## src/rtl/piso_tx_arbiter_if.sv

```systemverilog
// Requester and shifter-side bundle for piso_tx_arbiter.
// Ports: enable, req_valid/req_data/req_ready, piso_load/piso_data, framing.
interface piso_tx_arbiter_if #(
    parameter int WIDTH   = 4,
    parameter int NUM_REQ = 2,
    parameter int GW      = (NUM_REQ > 1) ? $clog2(NUM_REQ) : 1
);
    logic                     enable;
    logic [NUM_REQ-1:0]       req_valid;
    logic [NUM_REQ*WIDTH-1:0] req_data;
    logic [NUM_REQ-1:0]       req_ready;
    logic                     piso_load;
    logic [WIDTH-1:0]         piso_data;
    logic                     ser_valid;
    logic                     ser_last;
    logic [GW-1:0]            grant_id;
    logic                     busy;

    modport master (
        output enable, req_valid, req_data,
        input  req_ready, piso_load, piso_data,
        input  ser_valid, ser_last, grant_id, busy
    );

    modport slave (
        input  enable, req_valid, req_data,
        output req_ready, piso_load, piso_data,
        output ser_valid, ser_last, grant_id, busy
    );
endinterface

```

## src/rtl/piso_tx_arbiter.sv

```systemverilog
// Round-robin arbiter/sequencer feeding a shared WIDTH-bit PISO shifter.
// Ports: clk, rst_n (async low), bus (slave: requesters in, shifter/framing out).
module piso_tx_arbiter #(
    parameter int WIDTH      = 4,
    parameter int NUM_REQ    = 2,
    parameter int GAP_CYCLES = 0
) (
    input  logic             clk,
    input  logic             rst_n,
    piso_tx_arbiter_if.slave bus
);
    localparam int GW = (NUM_REQ > 1) ? $clog2(NUM_REQ) : 1;
    localparam int CW = $clog2(WIDTH);

    typedef enum logic [1:0] {IDLE, SHIFT, GAP} state_t;

    state_t        state, state_nxt;
    logic [CW-1:0] cnt, cnt_nxt;
    logic [3:0]    gcnt, gcnt_nxt;
    logic [GW-1:0] ptr, ptr_nxt;
    logic [GW-1:0] winner, idx;
    logic          found, grant;
    logic          sv_q, sl_q, busy_q;
    logic [GW-1:0] gid_q;
    int            j;

    // First valid requester at or after the pointer, wrapping.
    always_comb begin
        winner = '0;
        found  = 1'b0;
        idx    = '0;
        j      = 0;
        for (int k = 0; k < NUM_REQ; k++) begin
            j = int'(ptr) + k;
            if (j >= NUM_REQ) j = j - NUM_REQ;
            idx = GW'(j);
            if (!found && bus.req_valid[idx]) begin
                found  = 1'b1;
                winner = idx;
            end
        end
    end

    // Gated by rst_n so the combinational handshake drops with reset.
    assign grant = rst_n && (state == IDLE) && bus.enable && found;

    always_ff @(posedge clk or negedge rst_n) begin
        if (!rst_n) begin
            state  <= IDLE;
            cnt    <= '0;
            gcnt   <= '0;
            ptr    <= '0;
            sv_q   <= 1'b0;
            sl_q   <= 1'b0;
            busy_q <= 1'b0;
            gid_q  <= '0;
        end else begin
            state  <= state_nxt;
            cnt    <= cnt_nxt;
            gcnt   <= gcnt_nxt;
            ptr    <= ptr_nxt;
            // The edge after the load re-presents the MSB, so no valid.
            sv_q   <= grant || (state == SHIFT && cnt != '0);
            sl_q   <= (state == SHIFT) && (cnt == CW'(WIDTH - 1));
            busy_q <= grant || (state == SHIFT);
            if (grant) gid_q <= winner;
        end
    end

    always_comb begin
        state_nxt = state;
        cnt_nxt   = cnt;
        gcnt_nxt  = gcnt;
        ptr_nxt   = ptr;
        unique case (state)
            IDLE: begin
                if (grant) begin
                    state_nxt = SHIFT;
                    cnt_nxt   = '0;
                    ptr_nxt   = (winner == GW'(NUM_REQ - 1)) ?
                                '0 : winner + GW'(1);
                end
            end
            SHIFT: begin
                if (cnt == CW'(WIDTH - 1)) begin
                    cnt_nxt   = '0;
                    gcnt_nxt  = '0;
                    state_nxt = (GAP_CYCLES > 0) ? GAP : IDLE;
                end else begin
                    cnt_nxt = cnt + CW'(1);
                end
            end
            GAP: begin
                if (gcnt == 4'(GAP_CYCLES - 1)) begin
                    gcnt_nxt  = '0;
                    state_nxt = IDLE;
                end else begin
                    gcnt_nxt = gcnt + 4'd1;
                end
            end
            default: state_nxt = IDLE;
        endcase
    end

    always_comb begin
        bus.req_ready = '0;
        bus.piso_load = grant;
        bus.piso_data = '0;
        for (int k = 0; k < NUM_REQ; k++) begin
            if (grant && winner == GW'(k)) begin
                bus.req_ready[k] = 1'b1;
                bus.piso_data    = bus.req_data[k*WIDTH +: WIDTH];
            end
        end
    end

    assign bus.ser_valid = sv_q;
    assign bus.ser_last  = sl_q;
    assign bus.busy      = busy_q;
    assign bus.grant_id  = gid_q;
endmodule

```

## src/flat_wrapper.sv

```systemverilog
// flat-port wrapper written by rule: the top's interface ports become plain ports
module piso_tx_arbiter_flat 
#(
    parameter int WIDTH      = 4,
    parameter int NUM_REQ    = 2,
    parameter int GAP_CYCLES = 0
)
  (clk, rst_n, bus_enable, bus_req_valid, bus_req_data, bus_req_ready, bus_piso_load, bus_piso_data, bus_ser_valid, bus_ser_last, bus_grant_id, bus_busy);
  piso_tx_arbiter_if #(.WIDTH(WIDTH), .NUM_REQ(NUM_REQ)) bus_i ();
  input  logic clk;
  input  logic rst_n;
  input wire logic [$bits(bus_i.enable)-1:0] bus_enable;
  input wire logic [$bits(bus_i.req_valid)-1:0] bus_req_valid;
  input wire logic [$bits(bus_i.req_data)-1:0] bus_req_data;
  output wire logic [$bits(bus_i.req_ready)-1:0] bus_req_ready;
  output wire logic [$bits(bus_i.piso_load)-1:0] bus_piso_load;
  output wire logic [$bits(bus_i.piso_data)-1:0] bus_piso_data;
  output wire logic [$bits(bus_i.ser_valid)-1:0] bus_ser_valid;
  output wire logic [$bits(bus_i.ser_last)-1:0] bus_ser_last;
  output wire logic [$bits(bus_i.grant_id)-1:0] bus_grant_id;
  output wire logic [$bits(bus_i.busy)-1:0] bus_busy;
  assign bus_i.enable = bus_enable;
  assign bus_i.req_valid = bus_req_valid;
  assign bus_i.req_data = bus_req_data;
  assign bus_req_ready = bus_i.req_ready;
  assign bus_piso_load = bus_i.piso_load;
  assign bus_piso_data = bus_i.piso_data;
  assign bus_ser_valid = bus_i.ser_valid;
  assign bus_ser_last = bus_i.ser_last;
  assign bus_grant_id = bus_i.grant_id;
  assign bus_busy = bus_i.busy;
  piso_tx_arbiter #(.WIDTH(WIDTH), .NUM_REQ(NUM_REQ), .GAP_CYCLES(GAP_CYCLES)) u_core (.clk(clk), .rst_n(rst_n), .bus(bus_i));
endmodule
```

## config.mk

```make
export PLATFORM = sky130hd
export DESIGN_NAME = piso_tx_arbiter_flat
export DESIGN_NICKNAME = d
export VERILOG_FILES = /design/src/rtl/piso_tx_arbiter_if.sv /design/src/rtl/piso_tx_arbiter.sv /design/src/flat_wrapper.sv
export SDC_FILE = /design/constraint.sdc
export NUM_CORES = 1
export LEC_CHECK = 0
export ABC_AREA = 1
export CAP_MARGIN = 5
export CORE_UTILIZATION = 33
export DETAILED_ROUTE_END_ITERATION = 12
export GPL_TIMING_DRIVEN = 0
export PLACE_DENSITY = 0.72
export SLEW_MARGIN = 40
export SYNTH_ARGS = -nofsm -noshare
export SYNTH_HDL_FRONTEND = slang
export SYNTH_SLANG_ARGS = --single-unit
```

## constraint.sdc

```tcl
create_clock -name clk -period 1.2 [get_ports clk]
set_clock_uncertainty 0.1 [all_clocks]
set_input_delay 0.24 -clock clk [delete_from_list [all_inputs] [get_ports clk]]
set_output_delay 0.24 -clock clk [all_outputs]
set_load 0.1 [all_outputs]
```

==> flow_metrics.env, run 1 <==
export IMPL_status="complete, but fails checks"
export IMPL_violations="negative setup slack"
export IMPL_antenna_left=0
export IMPL_criticalPathCategory="reg -> out"
export IMPL_peakVddDrop_mv=1.55
export IMPL_synth_simple_area_share=0.389
export IMPL_cts_root_buf="clkbuf_4"
export IMPL_drt_pass1_iter_count=4
export IMPL_via_count=472
export IMPL_net_switching_power_mw=1.12
export IMPL_grt_max_degree=10
export IMPL_cts_tree="done"
export IMPL_port_buffers=23
export IMPL_hold_path_class="reg -> reg"
export IMPL_clockBufferDepth=2
export IMPL_h_tree_depth=1
export IMPL_reg2reg_slack_ps=20
export IMPL_tns_ps=-3250
export IMPL_synth_area_sq_um=444
export IMPL_crit_fanout=5
export IMPL_chipWidth_microns=38.7
export IMPL_cp_required_ps=860
export IMPL_whs_ps=410
export IMPL_max_slew_worst_pin_slew_ps=341
export IMPL_yosysWarnings=0
export IMPL_cp_startpoint="u_core.state[0]"
export IMPL_via_per_inst=4.63
export IMPL_path_clk_slew_ps=60
export IMPL_finalCritPeriodShare=1.42
export IMPL_wire_per_inst_microns=11.2
export IMPL_track_usage=0.174
export IMPL_synth_top_area_frac=0.451
export IMPL_reg2reg_from="u_core.state[0]"
export IMPL_power_density_mw_per_mm2=2280
export IMPL_fmax_mhz=586
export IMPL_yosysUniqueCellTypes=15
export IMPL_place_area_sq_um=699
export IMPL_synth_commonest_cells="18 x nand2_1, 8 x dfrtp_1, 6 x inv_1, 6 x nand3_1, 3 x nor2_1"
export IMPL_layout_cell_area_non_filler_sq_um=925
export IMPL_die_area_sq_mm=0.00150
export IMPL_synth_most_common_cell="nand2_1"
export IMPL_ys_ff_latch=8
export IMPL_arrival_ps=1370
export IMPL_io_pins=24
export IMPL_critPathLaunchType="register"
export IMPL_postSynthAreaPerCell_sq_um=8.23
export IMPL_grt_pass1_vias=446
export IMPL_setup_viol=7
export IMPL_dp_hpwl_microns=834
export IMPL_nFillCells=71
export IMPL_routabilityCongestion=0.660
export IMPL_synthTopCellsByArea="dfrtp_1 45%, nand2_1 15%, nand3_1 6.8%, ha_1 5.6%, inv_1 5.1%"
export IMPL_hold_path_startpoint="u_core.ptr"
export IMPL_antenna_found_initial=0
export IMPL_p_int_mw=0.991
export IMPL_sw_frac_of_total=0.530
export IMPL_r2r_cells=6
export IMPL_cap_violations=0
export IMPL_drc=0
export IMPL_postSynthCellCount=54
export IMPL_grt_overflow_total=0
export IMPL_start_util=0.379
export IMPL_synth_nets=69
export IMPL_synth_xor_xnor_area_share=0
export IMPL_muxShareOfSynthArea=0
export IMPL_rr_endpoint="u_core.cnt[1]"
export IMPL_die_y_microns=38.7
export IMPL_relSlewSlack=0.772
export IMPL_cts_buffers=3
export IMPL_holdPathEnd="u_core.ptr"
export IMPL_seq_area_frac_synth=0.451
export IMPL_seqPwrFrac=0.233
export IMPL_core_area_sq_mm=0.00117
export IMPL_leakagePower_nw=0.427
export IMPL_drt_iter0_drc=4
export IMPL_synth_edff_count=0
export IMPL_power_share_clock=0.106
export IMPL_synth_compound_area_share=0.0451
export IMPL_async_flop_share=1.00
export IMPL_drv_slew=0
export IMPL_nets=104
export IMPL_synth_top_area_cell="dfrtp_1"
export IMPL_insertedDiodeCount=0
export IMPL_clk_latency_ps=250
export IMPL_synth_fa_ha_area_frac=0.0563
export IMPL_rows=12
export IMPL_drive_above_1_share=0.511
export IMPL_hold_viol_final=0
export IMPL_grt_pass1_wl_microns=1730
export IMPL_syn_to_final_growth_pct=108
export IMPL_layout_setup_ws_ps=-507
export IMPL_drt_wl_total_microns=1140
export IMPL_rsz0062_at_grt="yes"
export IMPL_combPwrFrac=0.661
export IMPL_whs_path_depth=2
export IMPL_synth_top_family_by_area="simple AND/OR/NAND/NOR gates"
export IMPL_period_minus_slack_ps=1710
export IMPL_synth_main_ff_cell="dfrtp_1"
export IMPL_end_kind="output pin"
export IMPL_clock_sinks=8
## repair_timing
item,4_1_cts,5_1_grt
setup endpoints to repair,18,15
gates resized for setup,46,2
pin swaps,12,3
hold buffers,1,0
buffers inserted,5,1
hold endpoints to repair,8,0
## routing by layer
layer	up-vias	global-route usage	share of wire
met2	10	0.258	0.51
met4	0	0.0517	0.0070
met5	-	0	0
li1	239	-	-
met1	220	0.231	0.44
met3	3	0.0694	0.051
## area by class of cell
type | count | area [sq um] | share of cell area
timing repair buffer | 30 | 353 | 0.382
multi-input combinational | 39 | 294 | 0.318
sequential | 8 | 205 | 0.222
inverter | 7 | 28.8 | 0.0311
clock buffer | 4 | 26.3 | 0.0284
tap | 14 | 17.5 | 0.0189
## cells in the final DEF, fill, tap and decap left out, drive strengths merged
master / synthesis / final
dlygate4sd2: 0 / 3
clkdlybuf4s50: 0 / 8
nor2: 6 / 6
dlygate4sd3: 0 / 1
nand3: 7 / 7
nand2: 20 / 20
ha: 2 / 2
clkbuf: 0 / 4
o21ai: 3 / 3
buf: 0 / 17
a21oi: 1 / 1
clkdlybuf4s15: 0 / 1
inv: 7 / 7
dfrtp: 8 / 8
## cell families after synthesis
family	count (synthesis)
compound gates	4
fa+ha+maj	2
buf+inv	7
flops	8
simple gates	33
## registers in the layout (all words and copies together), names as in the netlist
signal	count
u_core.cnt	2
u_core.bus.busy	1
u_core.bus.grant_id	1
u_core.bus.ser_last	1
u_core.bus.ser_valid	1
u_core.ptr	1
u_core.state	1
## metrics by stage
stage | util | setup WS (ps) | std cells | power (mW)
6_report | 0.790 | -507 | 102 | 2.11
5_1_grt | 0.790 | -582 | 102 | 2.22
4_1_cts | 0.777 | -510 | 101 | 2.07
3_5_place_dp | 0.597 | -1150 | 91 | 1.58
3_3_place_gp | 0.644 | -1850 | 91 | 1.64
2_1_floorplan | - | -789 | 54 | 1.39
## worst max-delay path by stage
stage | slack [ps] | end
final | -510 | bus_piso_data[0]
after CTS | -510 | bus_piso_data[2]
after global placement | -1850 | bus_piso_data[1]
after global routing | -580 | bus_piso_data[0]
after floorplan | -790 | bus_piso_data[0]
after detailed placement | -1150 | bus_piso_data[1]
## worst max-delay path: stages, from the launching register on
cell and delay (ps):
dfrtp_1 390, inv_2 80, nand3_4 90, nor2_4 180, nand3_2 130, nand2_4 80, buf_12 170
## power groups by stage
stage	combinational, mW	clock [mW]	sequential, mW
after CTS	1.35	0.234	0.486
after floorplan	0.466	0	0.921
after global placement	1.16	0	0.486
after detailed placement	1.09	0	0.489
final	1.39	0.223	0.490
after global routing	1.47	0.250	0.506
Note: power is estimated with default switching activity, not from simulation.
==> run 2: changes to the inputs <==
--- a/config.mk
+++ b/config.mk
@@ -8,6 +8,7 @@
 export ABC_AREA = 1
 export CAP_MARGIN = 5
 export CORE_UTILIZATION = 33
+export CTS_CLUSTER_DIAMETER = 150
 export DETAILED_ROUTE_END_ITERATION = 12
 export GPL_TIMING_DRIVEN = 0
 export PLACE_DENSITY = 0.72
==> results of run 2 <==
The final DEF is identical to that of run 1; final timing and power are the same.
==> run 3: changes to the inputs <==
--- a/config.mk
+++ b/config.mk
@@ -11,6 +11,7 @@
 export CTS_CLUSTER_DIAMETER = 150
 export DETAILED_ROUTE_END_ITERATION = 12
 export GPL_TIMING_DRIVEN = 0
+export HOLD_SLACK_MARGIN = 0.15
 export PLACE_DENSITY = 0.72
 export SLEW_MARGIN = 40
 export SYNTH_ARGS = -nofsm -noshare
==> results of run 3 <==
The final DEF is identical to that of run 1; final timing and power are the same.
